**src/rtl/seg7_scan_driver_if.sv**
```systemverilog
// Display-side bundle for seg7_scan_driver: BCD/decimal-point inputs, scan control, and the pad outputs.
interface seg7_scan_driver_if #(
    parameter int unsigned DIGITS = 4
);
    logic                  en;
    logic [4*DIGITS-1:0]   digits;
    logic [DIGITS-1:0]     dp_mask;
    logic                  blank_lz;
    logic [6:0]            seg;
    logic                  dp;
    logic [DIGITS-1:0]     an;

    modport master (
        output en, digits, dp_mask, blank_lz,
        input  seg, dp, an
    );

    modport slave (
        input  en, digits, dp_mask, blank_lz,
        output seg, dp, an
    );
endinterface

```
**src/rtl/seg7_scan_driver.sv**
```systemverilog
// Time-multiplexed common-anode seven-segment driver with frame-shadowed digits,
// leading-zero blanking, per-digit decimal points and a dead cycle between digits.
module seg7_scan_driver #(
    parameter int unsigned DIGITS      = 4,
    parameter int unsigned REFRESH_DIV = 1000
) (
    input  logic                 clk,
    input  logic                 reset,
    seg7_scan_driver_if.slave    bus
);
    localparam int unsigned CNT_W = $clog2(REFRESH_DIV);
    localparam int unsigned IDX_W = $clog2(DIGITS);

    logic [CNT_W-1:0]    cnt, cnt_nxt;
    logic [IDX_W-1:0]    idx, idx_nxt;
    logic [4*DIGITS-1:0] shadow_digits;
    logic [DIGITS-1:0]   shadow_dp;
    logic                load_shadow;
    logic [DIGITS-1:0]   blank;
    logic [3:0]          cur_digit;
    logic                cur_blank;
    logic                cur_dp;
    logic                zero_run;
    logic [DIGITS-1:0]   an_nxt;
    logic [6:0]          seg_nxt;
    logic                dp_nxt;

    // Active-low segment pattern {g,f,e,d,c,b,a}; non-BCD codes show a dash.
    function automatic logic [6:0] decode(input logic [3:0] d);
        logic [6:0] s;
        case (d)
            4'd0:    s = 7'h40;
            4'd1:    s = 7'h79;
            4'd2:    s = 7'h24;
            4'd3:    s = 7'h30;
            4'd4:    s = 7'h19;
            4'd5:    s = 7'h12;
            4'd6:    s = 7'h02;
            4'd7:    s = 7'h78;
            4'd8:    s = 7'h00;
            4'd9:    s = 7'h10;
            default: s = 7'h3F;
        endcase
        return s;
    endfunction

    // A digit is blanked while it and every more-significant digit are zero; digit 0 always shows.
    always_comb begin
        blank    = '0;
        zero_run = 1'b1;
        for (int i = DIGITS - 1; i >= 0; i--) begin
            zero_run = zero_run && (shadow_digits[4*i +: 4] == 4'd0);
            blank[i] = bus.blank_lz && zero_run && (i != 0);
        end
    end

    always_comb begin
        cur_digit = 4'd0;
        cur_blank = 1'b0;
        cur_dp    = 1'b0;
        for (int i = 0; i < DIGITS; i++) begin
            if (idx == IDX_W'(i)) begin
                cur_digit = shadow_digits[4*i +: 4];
                cur_blank = blank[i];
                cur_dp    = shadow_dp[i];
            end
        end
    end

    // Scan sequencing and next output values; cnt==0 is the all-off dead cycle.
    always_comb begin
        cnt_nxt     = cnt;
        idx_nxt     = idx;
        load_shadow = 1'b0;
        an_nxt      = '1;
        seg_nxt     = 7'h7F;
        dp_nxt      = 1'b1;
        if (!bus.en) begin
            cnt_nxt     = '0;
            idx_nxt     = '0;
            load_shadow = 1'b1;
        end else begin
            load_shadow = (cnt == '0) && (idx == '0);
            if (cnt == CNT_W'(REFRESH_DIV - 1)) begin
                cnt_nxt = '0;
                idx_nxt = (idx == IDX_W'(DIGITS - 1)) ? '0 : IDX_W'(idx + 1'b1);
            end else begin
                cnt_nxt = CNT_W'(cnt + 1'b1);
            end
            if (cnt != '0) begin
                an_nxt  = ~(DIGITS'(1) << idx);
                seg_nxt = cur_blank ? 7'h7F : decode(cur_digit);
                dp_nxt  = ~cur_dp;
            end
        end
    end

    always_ff @(posedge clk or posedge reset) begin
        if (reset) begin
            cnt           <= '0;
            idx           <= '0;
            shadow_digits <= '0;
            shadow_dp     <= '0;
            bus.an        <= '1;
            bus.seg       <= 7'h7F;
            bus.dp        <= 1'b1;
        end else begin
            cnt     <= cnt_nxt;
            idx     <= idx_nxt;
            bus.an  <= an_nxt;
            bus.seg <= seg_nxt;
            bus.dp  <= dp_nxt;
            if (load_shadow) begin
                shadow_digits <= bus.digits;
                shadow_dp     <= bus.dp_mask;
            end
        end
    end
endmodule

```
**src/flat_wrapper.sv**
```systemverilog
// flat-port wrapper written by rule: the top's interface ports become plain ports
module seg7_scan_driver_flat 
#(
    parameter int unsigned DIGITS      = 4,
    parameter int unsigned REFRESH_DIV = 1000
)
  (clk, reset, bus_en, bus_digits, bus_dp_mask, bus_blank_lz, bus_seg, bus_dp, bus_an);
  seg7_scan_driver_if #(.DIGITS(DIGITS)) bus_i ();
  input  logic clk;
  input  logic reset;
  input wire logic [$bits(bus_i.en)-1:0] bus_en;
  input wire logic [$bits(bus_i.digits)-1:0] bus_digits;
  input wire logic [$bits(bus_i.dp_mask)-1:0] bus_dp_mask;
  input wire logic [$bits(bus_i.blank_lz)-1:0] bus_blank_lz;
  output wire logic [$bits(bus_i.seg)-1:0] bus_seg;
  output wire logic [$bits(bus_i.dp)-1:0] bus_dp;
  output wire logic [$bits(bus_i.an)-1:0] bus_an;
  assign bus_i.en = bus_en;
  assign bus_i.digits = bus_digits;
  assign bus_i.dp_mask = bus_dp_mask;
  assign bus_i.blank_lz = bus_blank_lz;
  assign bus_seg = bus_i.seg;
  assign bus_dp = bus_i.dp;
  assign bus_an = bus_i.an;
  seg7_scan_driver #(.DIGITS(DIGITS), .REFRESH_DIV(REFRESH_DIV)) u_core (.clk(clk), .reset(reset), .bus(bus_i));
endmodule
```
**config.mk**
```make
export PLATFORM = sky130hd
export DESIGN_NAME = seg7_scan_driver_flat
export DESIGN_NICKNAME = d
export VERILOG_FILES = /design/src/rtl/seg7_scan_driver_if.sv /design/src/rtl/seg7_scan_driver.sv /design/src/flat_wrapper.sv
export SDC_FILE = /design/constraint.sdc
export NUM_CORES = 1
export LEC_CHECK = 0
export ABC_AREA = 1
export BUFFER_PORTS_ARGS = -buffer_cell sky130_fd_sc_hd__buf_2
export CAP_MARGIN = 20
export CORE_AREA = 2 2 83 85
export CTS_BUF_LIST = sky130_fd_sc_hd__clkbuf_16
export DETAILED_ROUTE_END_ITERATION = 10
export DIE_AREA = 0 0 85 87
export GPL_TIMING_DRIVEN = 0
export MAX_ROUTING_LAYER = met4
export REMOVE_ABC_BUFFERS = 1
export SYNTH_ARGS = -nofsm -noshare
export SYNTH_HDL_FRONTEND = slang
export SYNTH_SLANG_ARGS = --single-unit
```
**constraint.sdc**
```tcl
create_clock -name clk -period 1.8 [get_ports clk]
set_clock_uncertainty 0.15 [all_clocks]
set_input_delay 0.36 -clock clk [delete_from_list [all_inputs] [get_ports clk]]
set_output_delay 0.36 -clock clk [all_outputs]
set_load 0.01 [all_outputs]
```
==> flow_summary.toml, run 1 <==
[timing]
fin_hold_ws_ns = 0.116
finalHoldViolCount = 0
fin_tns_setup_ns = -0.0440
slew_headroom = 0.732
rsz0062_at_grt = "true"
period_needed_ns = 1.83
tightest_slew_ns = 0.402
setup_ws_ns = -0.0313
maxSlewViolCount = 0
finalSetupViolCount = 4
fin_crit_sh = 1.02
fmax_mhz = 546

[yosys]
synthesis.area_um2 = 2190
seq_area_frac_synth = 0.510
yosys-top-cells-area = "dfrtp_1 (37%), nand2_1 (16%), dfstp_2 (14%)"
syn_inst = 271
synth_commonest_cells = "nand2_1 (91), dfrtp_1 (32), inv_1 (29), nand3_1 (26), nor2_1 (16)"
synth.top_cell.area_share = 0.366
ys_ff_latch = 44
avgSynthCellArea_um2 = 8.08
synth_ff_type = "dfrtp_1"
synthMostInstantiatedCell = "nand2_1"
postSynth.asyncResetShare = 1.00
synth_cell_types = 27
synth_edf_count = 0
synth.largest_area_cell = "dfrtp_1"
yosys_warnings = 0

[placement]
dp_hpwl_um = 3290
dp.cells = 379
port_buffers = 35
gp_congestion = 0.855

[clocking]
cts_root_buf = "clkbuf_16"
cts_buffers = 5
cts_buffer_depth = 2
clk_latency_ns = 0.28
h-tree-depth = 2
path_clk_slew_ns = 0.06
cts_tree = "built"
cts.sink_count = 44

[drt]
vias = 1936
vias_per_cell = 4.73
ant_nets = 0
first_iter_violations = 112
firstDrtPassIters = 4
routed_wirelength_um = 5130
wl_per_cell_um = 12.5
drc = 0

[cells_and_area]
multi_input_area_um2 = 1110
nFillCells = 620
num_antenna_cells = 0
layout-drive-gt1-share = 0.374
area_growth_pct = 35.3
seqCellArea_um2 = 1120
final_cells = 409
fin_nets = 359

[critical_path]
required_ns = 1.88
worstSetupPathType = "reg -> reg"
r2r_cells = 14
rrSetupSlack_ns = -0.03
crit_path_end = "u_core.bus.seg[3]"
r2r-start = "u_core.idx[0]"
worst-path-max-fanout = 7
start_kind = "flip-flop"
reg2reg_to = "u_core.bus.seg[3]"
critPathLaunch = "u_core.idx[0]"
worstSetupEndpointType = "flip-flop"
cp_data_arrival_time_ns = 1.91

[power_and_ir_drop]
sw_frac_of_total = 0.335
p_int_uw = 2110
switchingPower_uw = 1060
pwr-share-seq = 0.387
clkPwrFrac = 0.270
comb_power_share = 0.343
ir_drop_uv = 546
p_leak_uw = 0.00142
powerDensity_nw_per_um2 = 1070

[status]
violations = "negative setup slack"
status = "finished, violations left"

[grt]
antenna_found_initial = 0
grt_pass1_wl_um = 7900
grt_pass1_vias = 1716
gr-total-overflow = 0
grt_start_max_net_pins = 34
grt_use_total = 0.137

[run]
max_cap_violations = 0

[min_path]
min-delay-start = "bus_dp_mask[1]"
holdPathStages = 3
hp-class = "in -> reg"

[floorplanning]
start_util = 0.333
rows = 30
fp.dieW_um = 85
dieArea_um2 = 7400
num_io_pins = 36
fp.coreArea_um2 = 6570
fp.dieH_um = 87
cell families (layout without fill, tap and decap cells):
group | count (synthesis) | count (layout) | synth area share
buf+inv | 39 | 96 | 0.0789
xor+xnor | 1 | 1 | 0.00400
simple gates | 146 | 147 | 0.281
compound gates | 34 | 34 | 0.0869
fa+ha+maj | 7 | 7 | 0.0400
flops | 44 | 44 | 0.510
worst min-delay path by stage:
stage,endpoint
global route,u_core.shadow_dp[3]
floorplan,u_core.bus.dp
CTS,u_core.shadow_dp[3]
global placement,u_core.cnt[0]
finish,u_core.shadow_dp[1]
detailed placement,u_core.shadow_digits[14]
flip-flops by register name, indices dropped and copies added (netlist names):
| register | cells |
|---|---|
| u_core.shadow_dp | 4 |
| u_core.shadow_digits | 16 |
| u_core.bus.an | 4 |
| u_core.bus.seg | 7 |
| u_core.idx | 2 |
| u_core.bus.dp | 1 |
| u_core.cnt | 10 |
power by group through the flow:
stage                     Combinational, uW  Sequential [uW]  Clock (uW)
after floorplan                         478             1240           0
after global routing                   1200             1240         907
after detailed placement                691             1230           0
after CTS                               829             1220         865
after global placement                  677             1230           0
final                                  1090             1230         856
final cells by class:
| cell class | instances | share of cell area |
|---|---|---|
| clock buffer | 5 | 0.0422 |
| clock inverter | 3 | 0.00380 |
| inverter | 31 | 0.0431 |
| multi-input combinational | 189 | 0.376 |
| sequential | 44 | 0.377 |
| tap | 80 | 0.0338 |
| timing repair buffer | 57 | 0.124 |
through the flow:
stage / instance area [um2] / utilization / setup WS, ns / total power [uW]
after floorplan: 2130 / - / -0.170 / 1720
after detailed placement: 2430 / 0.370 / -0.436 / 1930
after global placement: 2410 / 0.367 / -0.415 / 1910
after CTS: 2710 / 0.412 / -0.0229 / 2920
final: 2960 / 0.451 / -0.0313 / 3170
after global routing: 2960 / 0.451 / -0.122 / 3350
critical path, cell delays in order (launching register included):
cell and delay (ns):
dfrtp_2 0.47, inv_4 0.11, ha_4 0.17, nand2_2 0.06
nand2_2 0.07, nand3_2 0.08, nand2_2 0.10, nand2_4 0.06
inv_4 0.07, ha_4 0.20, inv_2 0.04, nand2_1 0.04
nand2_1 0.06, nand2_1 0.05, nand2_1 0.05
what timing repair did:
action / CTS / global route
pin swaps: 6 / 18
cloned: 0 / 1
setup endpoints to repair: 27 / 30
endpoints found under the hold margin: 3 / 0
gates resized for setup: 20 / 37
buffers inserted: 7 / 13
hold buffers: 1 / 0
cell usage in the layout (no fill, tap or decap), types with 3 or more instances in the layout:
cell       netlist  layout
nand2_4          0       3
dfstp_2         12      12
a21oi_2          3       4
inv_4            0       3
ha_4             0       5
nand2_2          2      10
inv_1           29      22
nor2_1          16      14
o21ai_0         14      14
buf_6            1       4
nand3_1         26      22
nor3_1           3       3
nor2_2           4       5
a21oi_1         14      10
inv_2            2       6
nand3_2          0       3
nand2_1         91      80
buf_4            1      15
clkbuf_16        0       5
buf_2            2      36
dfrtp_1         32      31
a21oi_4          0       3
layer usage:
layer	vias up	track usage	routed length, um
met5	-	-	0
met4	0	0.0476	96
met3	9	0.0256	221
met2	60	0.210	2350
met1	896	0.183	2460
li1	971	-	-
No activity file was read; power rests on OpenSTA's default activity.
==> run 2, diff against run 1 <==
ABC_AREA = 0   (was 1)
CORE_AREA = 2 2 82 84   (was 2 2 83 85)
DIE_AREA = 0 0 84 86   (was 0 0 85 87)
==> run 2 against run 1 <==
  * The run still ends with negative setup slack left
  * Combinational power is 64% lower
  * Sequential power is 8% lower
  * Cell area increased by 0.59%
  * Critical path depth down 5
  * Via count is 16% lower
  * Register-to-register slack worse by 0.35 ns
  * Highest routed layer unchanged
==> flow_summary.toml, run 2 <==
[power_and_ir_drop]
switchingPower_uw = 593
comb_power_share = 0.165
pwr-share-seq = 0.475
p_leak_uw = 0.00129
ir_drop_uv = 471
clkPwrFrac = 0.360
p_int_uw = 1790
totalPowerFinal_uw = 2390
sw_frac_of_total = 0.248
powerDensity_nw_per_um2 = 801

[drt]
firstDrtPassIters = 4
top_layer_used = "met4"
wl_met1_um = 2160
routed_wirelength_um = 4680
ant_nets = 0
met2_length_um = 2260
vias = 1628
drc = 0
wl_per_cell_um = 13.9
first_iter_violations = 83
wl_met3_um = 178
vias_per_cell = 4.83

[yosys]
avgSynthCellArea_um2 = 11.3
synth_edf_count = 0
synth.largest_area_cell = "dfrtp_1"
synth_ff_type = "dfrtp_1"
yosys-top-cells-area = "dfrtp_1 (37%), dfstp_2 (15%), mux2_2 (11%)"
seq_area_frac_synth = 0.522
ys_ff_latch = 44
syn_inst = 190
postSynth.asyncResetShare = 1.00
synthesis.area_um2 = 2140
synth_cell_types = 41
synth_commonest_cells = "dfrtp_1 (32), mux2_2 (20), nor2_1 (15), nand2_1 (14), dfstp_2 (12)"
synth.top_cell.area_share = 0.374
yosys_warnings = 0
synthMostInstantiatedCell = "dfrtp_1"

[placement]
gp_congestion = 0.782
placed_area_um2 = 2410
dp_hpwl_um = 2940
port_buffers = 35
dp.cells = 298

[cells_and_area]
reg.largest.list = "u_core.shadow_digits (16), u_core.cnt (10), u_core.bus.seg (7)"
final_cells = 337
regMostFlops = "u_core.shadow_digits"
area_growth_pct = 39.3
multi_input_area_um2 = 1110
final_cell_mix = "buf_2 (35), dfrtp_1 (30), buf_4 (23), mux2_2 (20), nand2_1 (14)"
largest_reg_flops = 16
utilization = 0.475
layout-drive-gt1-share = 0.519
fin_area_um2 = 2980
nFillCells = 582
final_common_cell = "buf_2"
num_antenna_cells = 0
seqCellArea_um2 = 1120
fin_nets = 290

[floorplanning]
fp.dieH_um = 86
start_util = 0.341
fp.coreArea_um2 = 6280
num_io_pins = 36
fp.dieW_um = 84
dieArea_um2 = 7220
rows = 29

[critical_path]
worstSetupEndpointType = "flip-flop"
rrSetupSlack_ns = -0.38
required_ns = 1.86
reg2reg_to = "u_core.bus.seg[3]"
worst-path-max-fanout = 4
r2r_cells = 9
worstSetupPathType = "reg -> reg"
r2r-start = "u_core.idx[1]"
cp_data_arrival_time_ns = 2.25
start_kind = "flip-flop"

[timing]
setup_ws_ns = -0.381
finalHoldViolCount = 0
fin_tns_setup_ns = -1.99
tightest_slew_ns = 0.353
maxSlewViolCount = 0
rsz0062_at_grt = "true"
period_needed_ns = 2.18
finalSetupViolCount = 20
fin_crit_sh = 1.21
fmax_mhz = 458
slew_headroom = 0.764

[clocking]
cts.sink_count = 44
cts_buffers = 5
clk_latency_ns = 0.29
cts_tree = "built"
path_clk_slew_ns = 0.06
h-tree-depth = 2
cts_buffer_depth = 2
cts_root_buf = "clkbuf_16"

[grt]
antenna_found_initial = 0
gr-total-overflow = 0
grt_use_total = 0.137
grt_pass1_vias = 1548
grt_start_max_net_pins = 32
grt_pass1_wl_um = 7570

[run]
max_cap_violations = 0

[min_path]
min-delay-start = "bus_digits[10]"
holdPathStages = 2
hold_end = "u_core.shadow_digits[10]"
hp-class = "in -> reg"

[status]
status = "finished, violations left"
violations = "negative setup slack"
==> run 2: cell types whose count changed in the layout (fill, tap and decap cells not counted), moves of 5 or more <==
cell      delta
mux2_2      +20
nand3b_1     +5
o21ai_1      +5
nand2_1     -66
o21ai_0     -13
a21oi_1      -7
buf_4        +8
inv_1       -15
nand3_1     -18
nand2_2     -10
==> run 2: worst max-delay path by stage <==
stage                                          to     startpoint  depth (start not counted)
after CTS                       u_core.bus.seg[3]  u_core.idx[0]                          8
final                           u_core.bus.seg[3]  u_core.idx[1]                          9
after global placement    u_core.shadow_digits[2]  u_core.idx[0]                          4
after global routing            u_core.bus.seg[3]  u_core.idx[0]                          9
after floorplan           u_core.shadow_digits[0]  u_core.idx[0]                          4
after detailed placement        u_core.bus.seg[3]  u_core.idx[1]                          9
==> run 2: critical path, stage by stage, from the launching register on <==
cell and delay, ns:
dfrtp_2 0.42, inv_4 0.08, ha_4 0.16, and3b_2 0.24, a2111oi_4 0.36, nor2_2 0.08, ha_1 0.29, mux2i_1 0.13
nor2_1 0.05, o21ai_1 0.14
==> run 2: timing repair <==
item / 4_1_cts / 5_1_grt
setup endpoints to repair: 27 / 36
hold endpoints to repair: 7 / 0
resized for setup: 35 / 19
gates cloned: 0 / 0
hold buffers: 1 / 0
pin swaps: 15 / 14
setup buffers: 24 / 6
==> run 2: power by group through the flow <==
stage                     combinational, uW  clock [uW]  sequential, uW
after floorplan                         205           0            1140
after global placement                  299           0            1150
after detailed placement                313           0            1150
after CTS                               375         882            1130
after global routing                    438         926            1140
final                                   394         859            1130
==> run 2: final cells by class <==
type / instances / share of cell area
sequential: 44 / 0.375
multi-input combinational: 130 / 0.374
timing repair buffer: 68 / 0.158
clock buffer: 5 / 0.0420
tap: 77 / 0.0323
inverter: 10 / 0.0143
clock inverter: 3 / 0.00378
==> run 2: cell families after synthesis <==
kind of cell               after synthesis  share of synthesized area
AOI/OAI and AO/OA                       29                     0.0924
xor gates and xnor gates                 8                     0.0327
adders and majority gates                7                     0.0409
buffers and inverters                   16                     0.0339
DFF                                     44                      0.522
muxes                                   23                      0.119
and+or+nand+nor                         63                      0.159
==> run 2: layer usage <==
metal,vias up,GRT usage
met1,791,0.176
met2,28,0.212
li1,803,-
met4,0,0.0528
met5,-,-
met3,6,0.0327
==> run 2: metrics by stage <==
stage	hold slack, ns	setup WS [ns]
after floorplan	0.297	-1.14
final	0.149	-0.381
after global placement	0.323	-1.93
after detailed placement	0.189	-1.03
after global routing	0.146	-0.526
after CTS	0.145	-0.311
